### config.mk
export PLATFORM = sky130hd
export DESIGN_NAME = krnl_acc_tile_sched
export DESIGN_NICKNAME = d
export VERILOG_FILES = /design/src/rtl/krnl_acc_pkg.sv /design/src/rtl/krnl_acc_tile_ptr.sv /design/src/rtl/krnl_acc_tile_sched.sv
export SDC_FILE = /design/constraint.sdc
export NUM_CORES = 2
export LEC_CHECK = 0
export CELL_PAD_IN_SITES_DETAIL_PLACEMENT = 0
export CELL_PAD_IN_SITES_GLOBAL_PLACEMENT = 1
export CORE_MARGIN = 5
export CORE_UTILIZATION = 36
export DETAILED_ROUTE_END_ITERATION = 10
export MAX_ROUTING_LAYER = met4
export PLACE_DENSITY_LB_ADDON = 0.1
export SKIP_CTS_REPAIR_TIMING = 1
export SLEW_MARGIN = 15
export SYNTH_ARGS = -nofsm -noshare
export SYNTH_HDL_FRONTEND = slang
export SYNTH_HIERARCHICAL = 1
export SYNTH_SLANG_ARGS = --single-unit
### constraint.sdc
create_clock -name ACLK -period 4.23 [get_ports ACLK]
set_clock_uncertainty 0.1 [all_clocks]
set_input_delay 1.0575 -clock ACLK [delete_from_list [all_inputs] [get_ports ACLK]]
set_output_delay 1.0575 -clock ACLK [all_outputs]
set_load 0.05 [all_outputs]
### src/rtl/krnl_acc_pkg.sv
// Shared types and constants for the convolution accelerator tile sequencer.
package krnl_acc_pkg;

    localparam int ADDR_W = 64;
    localparam int SIZE_W = 32;

    localparam logic RD_SEL_IFM = 1'b0;
    localparam logic RD_SEL_WGT = 1'b1;

    typedef enum logic [3:0] {
        ST_IDLE,
        ST_RD_IFM,
        ST_RD_WGT,
        ST_WAIT_RD,
        ST_COMP,
        ST_WAIT_COMP,
        ST_WR_OFM,
        ST_WAIT_WR,
        ST_NEXT,
        ST_DONE
    } state_t;

    function automatic logic [ADDR_W-1:0] size_to_addr(input logic [SIZE_W-1:0] size);
        return {{(ADDR_W-SIZE_W){1'b0}}, size};
    endfunction

endpackage

### src/rtl/krnl_acc_tile_ptr.sv
// Per-stream buffer pointers (IFM, WGT, OFM): load from base, advance by tile size.
module krnl_acc_tile_ptr
    import krnl_acc_pkg::*;
(
    input  logic              ACLK,
    input  logic              ARESETn,
    input  logic              load,
    input  logic              advance,
    input  logic [ADDR_W-1:0] ifm_base,
    input  logic [ADDR_W-1:0] wgt_base,
    input  logic [ADDR_W-1:0] ofm_base,
    input  logic [SIZE_W-1:0] ifm_size,
    input  logic [SIZE_W-1:0] wgt_size,
    input  logic [SIZE_W-1:0] ofm_size,
    output logic [ADDR_W-1:0] wgt_ptr,
    output logic [ADDR_W-1:0] ofm_ptr,
    output logic [ADDR_W-1:0] ifm_ptr_adv,
    output logic [ADDR_W-1:0] wgt_ptr_adv
);

    logic [ADDR_W-1:0] base_arr [3];
    logic [SIZE_W-1:0] size_arr [3];
    logic [ADDR_W-1:0] ptr_reg  [3];
    logic [ADDR_W-1:0] ptr_next [3];

    assign base_arr[0] = ifm_base;
    assign base_arr[1] = wgt_base;
    assign base_arr[2] = ofm_base;
    assign size_arr[0] = ifm_size;
    assign size_arr[1] = wgt_size;
    assign size_arr[2] = ofm_size;

    genvar gi;
    generate
        for (gi = 0; gi < 3; gi++) begin : g_ptr
            // Modulo-2^64 wrap is intentional: buffers may straddle the top of the address space.
            assign ptr_next[gi] = ptr_reg[gi] + size_to_addr(size_arr[gi]);

            always_ff @(posedge ACLK) begin
                if (!ARESETn) begin
                    ptr_reg[gi] <= '0;
                end else if (load) begin
                    ptr_reg[gi] <= base_arr[gi];
                end else if (advance) begin
                    ptr_reg[gi] <= ptr_next[gi];
                end
            end
        end
    endgenerate

    assign wgt_ptr     = ptr_reg[1];
    assign ofm_ptr     = ptr_reg[2];
    assign ifm_ptr_adv = ptr_next[0];
    assign wgt_ptr_adv = ptr_next[1];

endmodule

### src/rtl/krnl_acc_tile_sched.sv
// Tile sequencer: ap_ctrl_chain handshake, per-tile IFM/WGT reads, compute kick and OFM write.
module krnl_acc_tile_sched
    import krnl_acc_pkg::*;
(
    input  logic              ACLK,
    input  logic              ARESETn,
    input  logic              ap_start,
    input  logic              ap_continue,
    output logic              ap_done,
    output logic              ap_idle,
    output logic              ap_ready,
    input  logic [SIZE_W-1:0] cfg_ci,
    input  logic [SIZE_W-1:0] cfg_co,
    input  logic [SIZE_W-1:0] ifm_size,
    input  logic [SIZE_W-1:0] wgt_size,
    input  logic [SIZE_W-1:0] ofm_size,
    input  logic [SIZE_W-1:0] tile_num,
    input  logic [ADDR_W-1:0] ifm_addr_base,
    input  logic [ADDR_W-1:0] wgt_addr_base,
    input  logic [ADDR_W-1:0] ofm_addr_base,
    output logic              rd_cmd_valid,
    input  logic              rd_cmd_ready,
    output logic [ADDR_W-1:0] rd_cmd_addr,
    output logic [SIZE_W-1:0] rd_cmd_len,
    output logic              rd_cmd_sel,
    input  logic              rd_done,
    output logic              comp_start,
    output logic [SIZE_W-1:0] comp_ci,
    output logic [SIZE_W-1:0] comp_co,
    input  logic              comp_done,
    output logic              wr_cmd_valid,
    input  logic              wr_cmd_ready,
    output logic [ADDR_W-1:0] wr_cmd_addr,
    output logic [SIZE_W-1:0] wr_cmd_len,
    input  logic              wr_done
);

    state_t            state_reg;
    logic              ap_done_reg, ap_idle_reg, ap_ready_reg;
    logic              rd_cmd_valid_reg, rd_cmd_sel_reg;
    logic [ADDR_W-1:0] rd_cmd_addr_reg;
    logic [SIZE_W-1:0] rd_cmd_len_reg;
    logic              comp_start_reg;
    logic [SIZE_W-1:0] comp_ci_reg, comp_co_reg;
    logic              wr_cmd_valid_reg;
    logic [ADDR_W-1:0] wr_cmd_addr_reg;
    logic [SIZE_W-1:0] wr_cmd_len_reg;
    logic [SIZE_W-1:0] ifm_size_reg, wgt_size_reg, ofm_size_reg, tile_num_reg;
    logic [SIZE_W-1:0] tile_cnt_reg;
    logic [1:0]        rd_out_reg, rd_out_next;

    logic              rd_hs;
    logic              ptr_load, ptr_adv;
    logic [ADDR_W-1:0] wgt_ptr, ofm_ptr, ifm_ptr_adv, wgt_ptr_adv;

    logic [SIZE_W-1:0] fr_ifm_len, fr_wgt_len;
    logic [ADDR_W-1:0] fr_ifm_addr, fr_wgt_addr;
    state_t            first_state;
    logic              first_valid, first_sel;
    logic [ADDR_W-1:0] first_addr;
    logic [SIZE_W-1:0] first_len;

    assign rd_hs    = rd_cmd_valid_reg & rd_cmd_ready;
    assign ptr_load = (state_reg == ST_IDLE) && ap_start;
    assign ptr_adv  = (state_reg == ST_NEXT);

    krnl_acc_tile_ptr u_ptr (
        .ACLK        (ACLK),
        .ARESETn     (ARESETn),
        .load        (ptr_load),
        .advance     (ptr_adv),
        .ifm_base    (ifm_addr_base),
        .wgt_base    (wgt_addr_base),
        .ofm_base    (ofm_addr_base),
        .ifm_size    (ifm_size_reg),
        .wgt_size    (wgt_size_reg),
        .ofm_size    (ofm_size_reg),
        .wgt_ptr     (wgt_ptr),
        .ofm_ptr     (ofm_ptr),
        .ifm_ptr_adv (ifm_ptr_adv),
        .wgt_ptr_adv (wgt_ptr_adv)
    );

    // Outstanding reads; a coincident handshake and rd_done cancel, and it never underflows.
    always_comb begin
        rd_out_next = rd_out_reg;
        if (rd_hs && !rd_done) begin
            rd_out_next = rd_out_reg + 2'd1;
        end else if (!rd_hs && rd_done && rd_out_reg != 2'd0) begin
            rd_out_next = rd_out_reg - 2'd1;
        end
    end

    // First read of a tile, issued from IDLE (live inputs) or NEXT (advanced pointers); zero sizes are skipped.
    always_comb begin
        fr_ifm_len  = (state_reg == ST_IDLE) ? ifm_size      : ifm_size_reg;
        fr_wgt_len  = (state_reg == ST_IDLE) ? wgt_size      : wgt_size_reg;
        fr_ifm_addr = (state_reg == ST_IDLE) ? ifm_addr_base : ifm_ptr_adv;
        fr_wgt_addr = (state_reg == ST_IDLE) ? wgt_addr_base : wgt_ptr_adv;
        first_state = ST_WAIT_RD;
        first_valid = 1'b0;
        first_sel   = RD_SEL_IFM;
        first_addr  = fr_ifm_addr;
        first_len   = fr_ifm_len;
        if (fr_ifm_len != '0) begin
            first_state = ST_RD_IFM;
            first_valid = 1'b1;
        end else if (fr_wgt_len != '0) begin
            first_state = ST_RD_WGT;
            first_valid = 1'b1;
            first_sel   = RD_SEL_WGT;
            first_addr  = fr_wgt_addr;
            first_len   = fr_wgt_len;
        end
    end

    always_ff @(posedge ACLK) begin
        if (!ARESETn) begin
            state_reg        <= ST_IDLE;
            ap_done_reg      <= 1'b0;
            ap_idle_reg      <= 1'b1;
            ap_ready_reg     <= 1'b0;
            rd_cmd_valid_reg <= 1'b0;
            rd_cmd_sel_reg   <= RD_SEL_IFM;
            rd_cmd_addr_reg  <= '0;
            rd_cmd_len_reg   <= '0;
            comp_start_reg   <= 1'b0;
            comp_ci_reg      <= '0;
            comp_co_reg      <= '0;
            wr_cmd_valid_reg <= 1'b0;
            wr_cmd_addr_reg  <= '0;
            wr_cmd_len_reg   <= '0;
            ifm_size_reg     <= '0;
            wgt_size_reg     <= '0;
            ofm_size_reg     <= '0;
            tile_num_reg     <= '0;
            tile_cnt_reg     <= '0;
            rd_out_reg       <= '0;
        end else begin
            ap_ready_reg   <= 1'b0;
            comp_start_reg <= 1'b0;
            rd_out_reg     <= rd_out_next;
            case (state_reg)
                ST_IDLE: begin
                    if (ap_start) begin
                        ap_ready_reg <= 1'b1;
                        ap_idle_reg  <= 1'b0;
                        comp_ci_reg  <= cfg_ci;
                        comp_co_reg  <= cfg_co;
                        ifm_size_reg <= ifm_size;
                        wgt_size_reg <= wgt_size;
                        ofm_size_reg <= ofm_size;
                        tile_num_reg <= tile_num;
                        tile_cnt_reg <= '0;
                        rd_out_reg   <= '0;
                        if (tile_num == '0) begin
                            state_reg <= ST_DONE;
                        end else begin
                            state_reg        <= first_state;
                            rd_cmd_valid_reg <= first_valid;
                            rd_cmd_sel_reg   <= first_sel;
                            rd_cmd_addr_reg  <= first_addr;
                            rd_cmd_len_reg   <= first_len;
                        end
                    end
                end
                ST_RD_IFM: begin
                    if (rd_cmd_ready) begin
                        if (wgt_size_reg != '0) begin
                            state_reg       <= ST_RD_WGT;
                            rd_cmd_sel_reg  <= RD_SEL_WGT;
                            rd_cmd_addr_reg <= wgt_ptr;
                            rd_cmd_len_reg  <= wgt_size_reg;
                        end else begin
                            state_reg        <= ST_WAIT_RD;
                            rd_cmd_valid_reg <= 1'b0;
                        end
                    end
                end
                ST_RD_WGT: begin
                    if (rd_cmd_ready) begin
                        state_reg        <= ST_WAIT_RD;
                        rd_cmd_valid_reg <= 1'b0;
                    end
                end
                ST_WAIT_RD: begin
                    if (rd_out_next == 2'd0) state_reg <= ST_COMP;
                end
                ST_COMP: begin
                    comp_start_reg <= 1'b1;
                    state_reg      <= ST_WAIT_COMP;
                end
                ST_WAIT_COMP: begin
                    if (comp_done) begin
                        if (ofm_size_reg != '0) begin
                            state_reg        <= ST_WR_OFM;
                            wr_cmd_valid_reg <= 1'b1;
                            wr_cmd_addr_reg  <= ofm_ptr;
                            wr_cmd_len_reg   <= ofm_size_reg;
                        end else begin
                            state_reg <= ST_NEXT;
                        end
                    end
                end
                ST_WR_OFM: begin
                    if (wr_cmd_ready) begin
                        state_reg        <= ST_WAIT_WR;
                        wr_cmd_valid_reg <= 1'b0;
                    end
                end
                ST_WAIT_WR: begin
                    if (wr_done) state_reg <= ST_NEXT;
                end
                ST_NEXT: begin
                    tile_cnt_reg <= tile_cnt_reg + 32'd1;
                    if (tile_cnt_reg + 32'd1 == tile_num_reg) begin
                        state_reg   <= ST_DONE;
                        ap_done_reg <= 1'b1;
                    end else begin
                        state_reg        <= first_state;
                        rd_cmd_valid_reg <= first_valid;
                        rd_cmd_sel_reg   <= first_sel;
                        rd_cmd_addr_reg  <= first_addr;
                        rd_cmd_len_reg   <= first_len;
                    end
                end
                ST_DONE: begin
                    // Continue is only honoured once ap_done is visible to the control slave.
                    if (ap_done_reg && ap_continue) begin
                        state_reg   <= ST_IDLE;
                        ap_done_reg <= 1'b0;
                        ap_idle_reg <= 1'b1;
                    end else begin
                        ap_done_reg <= 1'b1;
                    end
                end
                default: state_reg <= ST_IDLE;
            endcase
        end
    end

    assign ap_done      = ap_done_reg;
    assign ap_idle      = ap_idle_reg;
    assign ap_ready     = ap_ready_reg;
    assign rd_cmd_valid = rd_cmd_valid_reg;
    assign rd_cmd_addr  = rd_cmd_addr_reg;
    assign rd_cmd_len   = rd_cmd_len_reg;
    assign rd_cmd_sel   = rd_cmd_sel_reg;
    assign comp_start   = comp_start_reg;
    assign comp_ci      = comp_ci_reg;
    assign comp_co      = comp_co_reg;
    assign wr_cmd_valid = wr_cmd_valid_reg;
    assign wr_cmd_addr  = wr_cmd_addr_reg;
    assign wr_cmd_len   = wr_cmd_len_reg;

endmodule

# == Word level (Yosys, flattened, before mapping) ==
# Memory sizes are Yosys's and may differ from the RTL's.
# Index checks and enable logic that the tools add are counted.
# word_totals
inputBits,393
ff_bits,429
mem_bits_rw,192
out_inout_bits,263
word_cells,172
mem_count,1
# memory_table
memory,words,width,read_ports,rd_ports_with_merged_regs,wr,line_no,rtl
u_ptr.ptr_reg,3,64,3,0,3,krnl_acc_tile_ptr.sv:23,logic [ADDR_W-1:0] ptr_reg [3];
# op_classes
n_addsub,6
mux,83
n_bitwise,7
reduce_logical,31
n_eq_ne,24
# op_table
operator,n
$mux 64,15
$mux 32,10
$add 64x32->64,3
$pmux 64 s3,1
$reduce_bool 32->1,4
$pmux 32 s3,1
$pmux 32 s2,1
$mux 4,11
$pmux 4 s10,1
$mux 1,33
$add 32x1->32 const B,1
$eq 32x32->1,1
$logic_not 32->1,1
$ne 2x2->1 const B,13
$eq 4x3->1 const B,4
$mux 2,5
$reduce_bool 2->1,5
$eq 4x2->1 const B,2
$eq 4x4->1 const B,2
$reduce_and 2->1,4
$reduce_and 8->1,1
$reduce_and 7->1,1
$or 1x1->1,6
$pmux 1 s2,3
other kinds (16),22

# == Longest topological paths before layout ==
# logic_depth
ltp_word,9
depth_mapped,15
depth_no_buf,14

# == By module ==
# Netlist, hierarchy kept.
# modules_own_cells
module,area_each_um2,seq_area_each_um2,instances,cells_per_inst
krnl_acc_tile_sched,20420.8,8588.2,1,2765
krnl_acc_tile_ptr,15295.9,5765.5,1,1593

# == Worst setup path before layout ==
# No wires, ideal clock.
# synth_path
kind,reg-to-reg
startpoint,reg state_reg[3]
endpoint,"mem u_ptr.ptr_reg[0][0], enable pin"
period_less_slack_ns,4.018
setup_slack_ns,0.212
t_required_ns,3.688
t_arrival_ns,3.476
stages_incl_launch_ff,7
cell_sequence,dfxtp_1 -> or3_1 -> nor2_1 -> nand2_1 -> inv_1 -> clkbuf_1 -> or3b_2
# synth_lines
element,line_no,rtl
"start, declared",krnl_acc_tile_sched.sv:38,state_t state_reg;
"start signal, assigned",krnl_acc_tile_sched.sv:159,state_reg <= first_state;
"start signal, assigned",krnl_acc_tile_sched.sv:220,state_reg <= first_state;
"end, declared",krnl_acc_tile_ptr.sv:23,

# == Final worst setup path ==
# layout_path
startpoint,reg tile_cnt_reg[3]
endpoint,"reg rd_cmd_addr_reg[12], in the netlist rd_cmd_addr[12]"
# layout_between
elab_chain_cells,4
# layout_lines
element,line_no,rtl
"start, declared",krnl_acc_tile_sched.sv:49,logic [SIZE_W-1:0] tile_cnt_reg;
"start signal, assigned",krnl_acc_tile_sched.sv:215,tile_cnt_reg <= tile_cnt_reg + 32'd1;
$add 32x1->32,krnl_acc_tile_sched.sv:216,if (tile_cnt_reg + 32'd1 == tile_num_reg) begin
$eq 32x32->1,krnl_acc_tile_sched.sv:216,
$ne 2x2->1 (no line),n/a,
$reduce_and 6->1 (no line),n/a,
"end signal, assigned",krnl_acc_tile_sched.sv:162,rd_cmd_addr_reg <= first_addr;
"end signal, assigned",krnl_acc_tile_sched.sv:172,rd_cmd_addr_reg <= wgt_ptr;
"end signal, assigned",krnl_acc_tile_sched.sv:223,rd_cmd_addr_reg <= first_addr;
"end, declared",krnl_acc_tile_sched.sv:41,logic [ADDR_W-1:0] rd_cmd_addr_reg;
# Every way passes these cells.
# A chain may end at the register's enable or synchronous reset.

==> impl_metrics.toml <==
[worst_hold_path]
holdCritPathClass = "flop to flop"

[yosys]
synth_enable_flop_cells = 192
yosysWarnings = 6
synthCells = 4358
synth_top_area_cell = "dfxtp_1"
synth_seq_area_share_pct = 40.2
synthArstFlopShare_pct = 0
synth.avg_cell_area_um2 = 8.20
yosysTopAreaCellShare_pct = 24.0
ys_ff_latch = 621
netlist_top_cells_count = "nand2_1 (1151), a21oi_1 (439), dfxtp_1 (429), clkbuf_1 (241), nand3_1 (202)"
ys.flop_type = "dfxtp_1"
syn_area_um2 = 35700
synth_nets = 4852
yosysUniqueCellTypes = 105
synth_most_common_cell = "nand2_1"
synth_area_leaders = "dfxtp_1 (24%), edfxtp_1 (16%), nand2_1 (12%)"

[layout]
final_core_util_pct = 47.7
layout-drive-gt1-share_pct = 7.25
largest_register_ffs = 192
syn_to_final_growth_pct = 31.4
nNetsFinal = 5438

[run_status]
outcome = "finished clean"

[placed_design]
port_buffers = 655
hpwl_um = 109000
post-place-ws_ps = -61.4
gp_congestion = 0.931

[global_routing]
grt_overflow = 0
antenna_found_initial = 15
grt_pass1_vias = 34300
grt_first_pass_wirelength_um = 224000
grt_max_degree = 199
grt_util_all_layers_pct = 27.9

[routing]
drt_iter0_drc = 2784
wl_per_cell_um = 23.9
drc = 0
firstDrtPassIters = 5
vias = 35300
routed_via_density = 5.59
wl_um = 150000
drtAntennaViolNets = 0

[pwr]
ir_drop_mv = 0.489
powerDensity_nw_per_um2 = 598
p_leak_nw = 17.6

[setup_path]
crit_type = "flop to flop"
required_ps = 4710
crit_chain = "nand4_4 -> nor4_1 -> buf_4 -> nand4_1 -> xnor2_1 -> or4_1 -> nor4b_1 -> nand3_2 -> o211ai_4 -> buf_12 -> buf_12 -> mux2i_1"
cpMaxStageDelayCell = "nor4_1"
cp_common_cell = "buf_12"
crit_arrival_ps = 4390
critPathMaxFanout = 12
crit_path_max_incr_delay_ps = 610
worstSetupEndpointType = "flop"
crit_path_start_kind = "flop"

[clock_tree]
cts_buffer_depth = 3
h-tree-depth = 3
insertion_delay_ps = 660
clk_pin_slew_ps = 60
clock-root-buffer = "clkbuf_16"
clock_sinks = 621
cts_buffers = 77
cts_tree = "yes"

[sta]
worst_slew_pin_slew_ps = 1060
fin_ws_ps = 314
slew_violations = 0
relSlewSlack_pct = 29.6
fmax_ghz = 0.255
fin_setup_tns_ps = 0
finalSetupViolations = 0
layout_worst_path_cycle_share_pct = 92.6
min_period_ps = 3920
rsz0062_at_grt = "no"
final-hold-violation-count = 0

[floorplan]
fp-row-count = 115
io_pins = 656
fp.dieW_um = 325
core_area_um2 = 98400
initial_utilization_pct = 36.3
die_area_um2 = 106000
die_h_um = 325

[job]
max-cap-violations = 0
-- critical path: cells and delay by family (launching register included) --
kind / cells / cell delay (ps)
simple gates: 6 / 2020
flops: 1 / 560
compound gates: 1 / 170
buf+inv: 3 / 600
mux: 1 / 190
xor+xnor: 1 / 180
-- kinds of logic (layout without fill, tap and decap cells) --
logic type | count (synthesis) | in the layout | share of synthesized area (%)
other cells | 0 | 12 | 0
buf+inv | 364 | 1014 | 4.33
simple gates | 1842 | 1842 | 23.0
xor+xnor | 223 | 223 | 5.47
flops | 621 | 621 | 40.2
mux | 114 | 114 | 3.20
compound gates | 1093 | 1093 | 20.2
fa+ha+maj | 101 | 101 | 3.60
-- power by group --
part           leakage, nW  switching (W)  internal [W]
registers             5.57        0.00125       0.00762
logic                 10.7        0.00797       0.00433
clock network         1.28        0.00280       0.00407
total                 17.6         0.0120        0.0160
-- final timing paths --
path / end / from / depth (start not counted) / slack (ps)
worst max-delay path: rd_cmd_addr[12] / tile_cnt_reg[3] / 12 / 310
worst min register to register: comp_ci[20] / comp_ci[20] / 2 / 350
worst min-delay path: comp_ci[20] / comp_ci[20] / 2 / 350
worst max register to register: rd_cmd_addr[12] / tile_cnt_reg[3] / 12 / 310
-- layout make-up --
class	instances	area, um2
Timing Repair Buffer	813	8210
Antenna cell	12	30.0
Inverter	58	230
Tap cell	1287	1610
Clock buffer	125	2480
Fill cell	9796	51500
Multi-Input combinational cell	3373	19900
Clock inverter	18	134
Sequential cell	621	14400
-- stage by stage --
| stage | cell area [um2] | cells | power, W | hold slack (ps) |
|---|---|---|---|---|
| finish | 46900 | 6307 | 0.0281 | 351 |
| global route | 46900 | 6305 | 0.0294 | 366 |
| CTS | 46900 | 6295 | 0.0282 | 354 |
| detailed placement | 44300 | 6152 | 0.0212 | 345 |
| global placement | 44300 | 6152 | 0.0212 | 340 |
| floorplan | 35700 | 4358 | 0.0164 | 348 |
-- routing by layer --
| layer | up-vias | GRT usage [%] | share of wire (%) |
|---|---|---|---|
| li1 | 16800 | - | - |
| met1 | 17000 | 36.0 | 44 |
| met2 | 1250 | 45.3 | 47 |
| met3 | 191 | 5.51 | 6.7 |
| met4 | 0 | 6.73 | 2.4 |
| met5 | - | - | 0 |
-- cells in the final DEF (no fill, tap or decap), types with 14 or more instances in the layout --
cell / netlist / layout
nand2_1: 1151 / 1149
clkdlybuf4s50_1: 0 / 654
a21oi_1: 439 / 439
dfxtp_1: 429 / 429
nand3_1: 202 / 202
edfxtp_1: 192 / 192
xnor2_1: 147 / 147
o21ai_0: 136 / 136
a22o_1: 133 / 133
nor2_1: 134 / 132
buf_4: 11 / 121
mux2i_1: 113 / 113
ha_1: 98 / 98
clkbuf_16: 0 / 87
xor2_1: 76 / 76
nand4_1: 73 / 73
o2111ai_1: 70 / 70
nor4_1: 66 / 66
inv_1: 56 / 55
a21o_1: 54 / 54
a211oi_1: 51 / 51
nor3_1: 46 / 44
buf_12: 4 / 37
o21ai_1: 35 / 34
or3_1: 31 / 30
and3_1: 29 / 29
clkbuf_1: 241 / 22
o21bai_1: 21 / 21
a31oi_1: 19 / 19
clkbuf_8: 0 / 17
nor2b_1: 15 / 15
o22ai_1: 15 / 15
and2_1: 15 / 14
(Power assumes the default switching activity.)
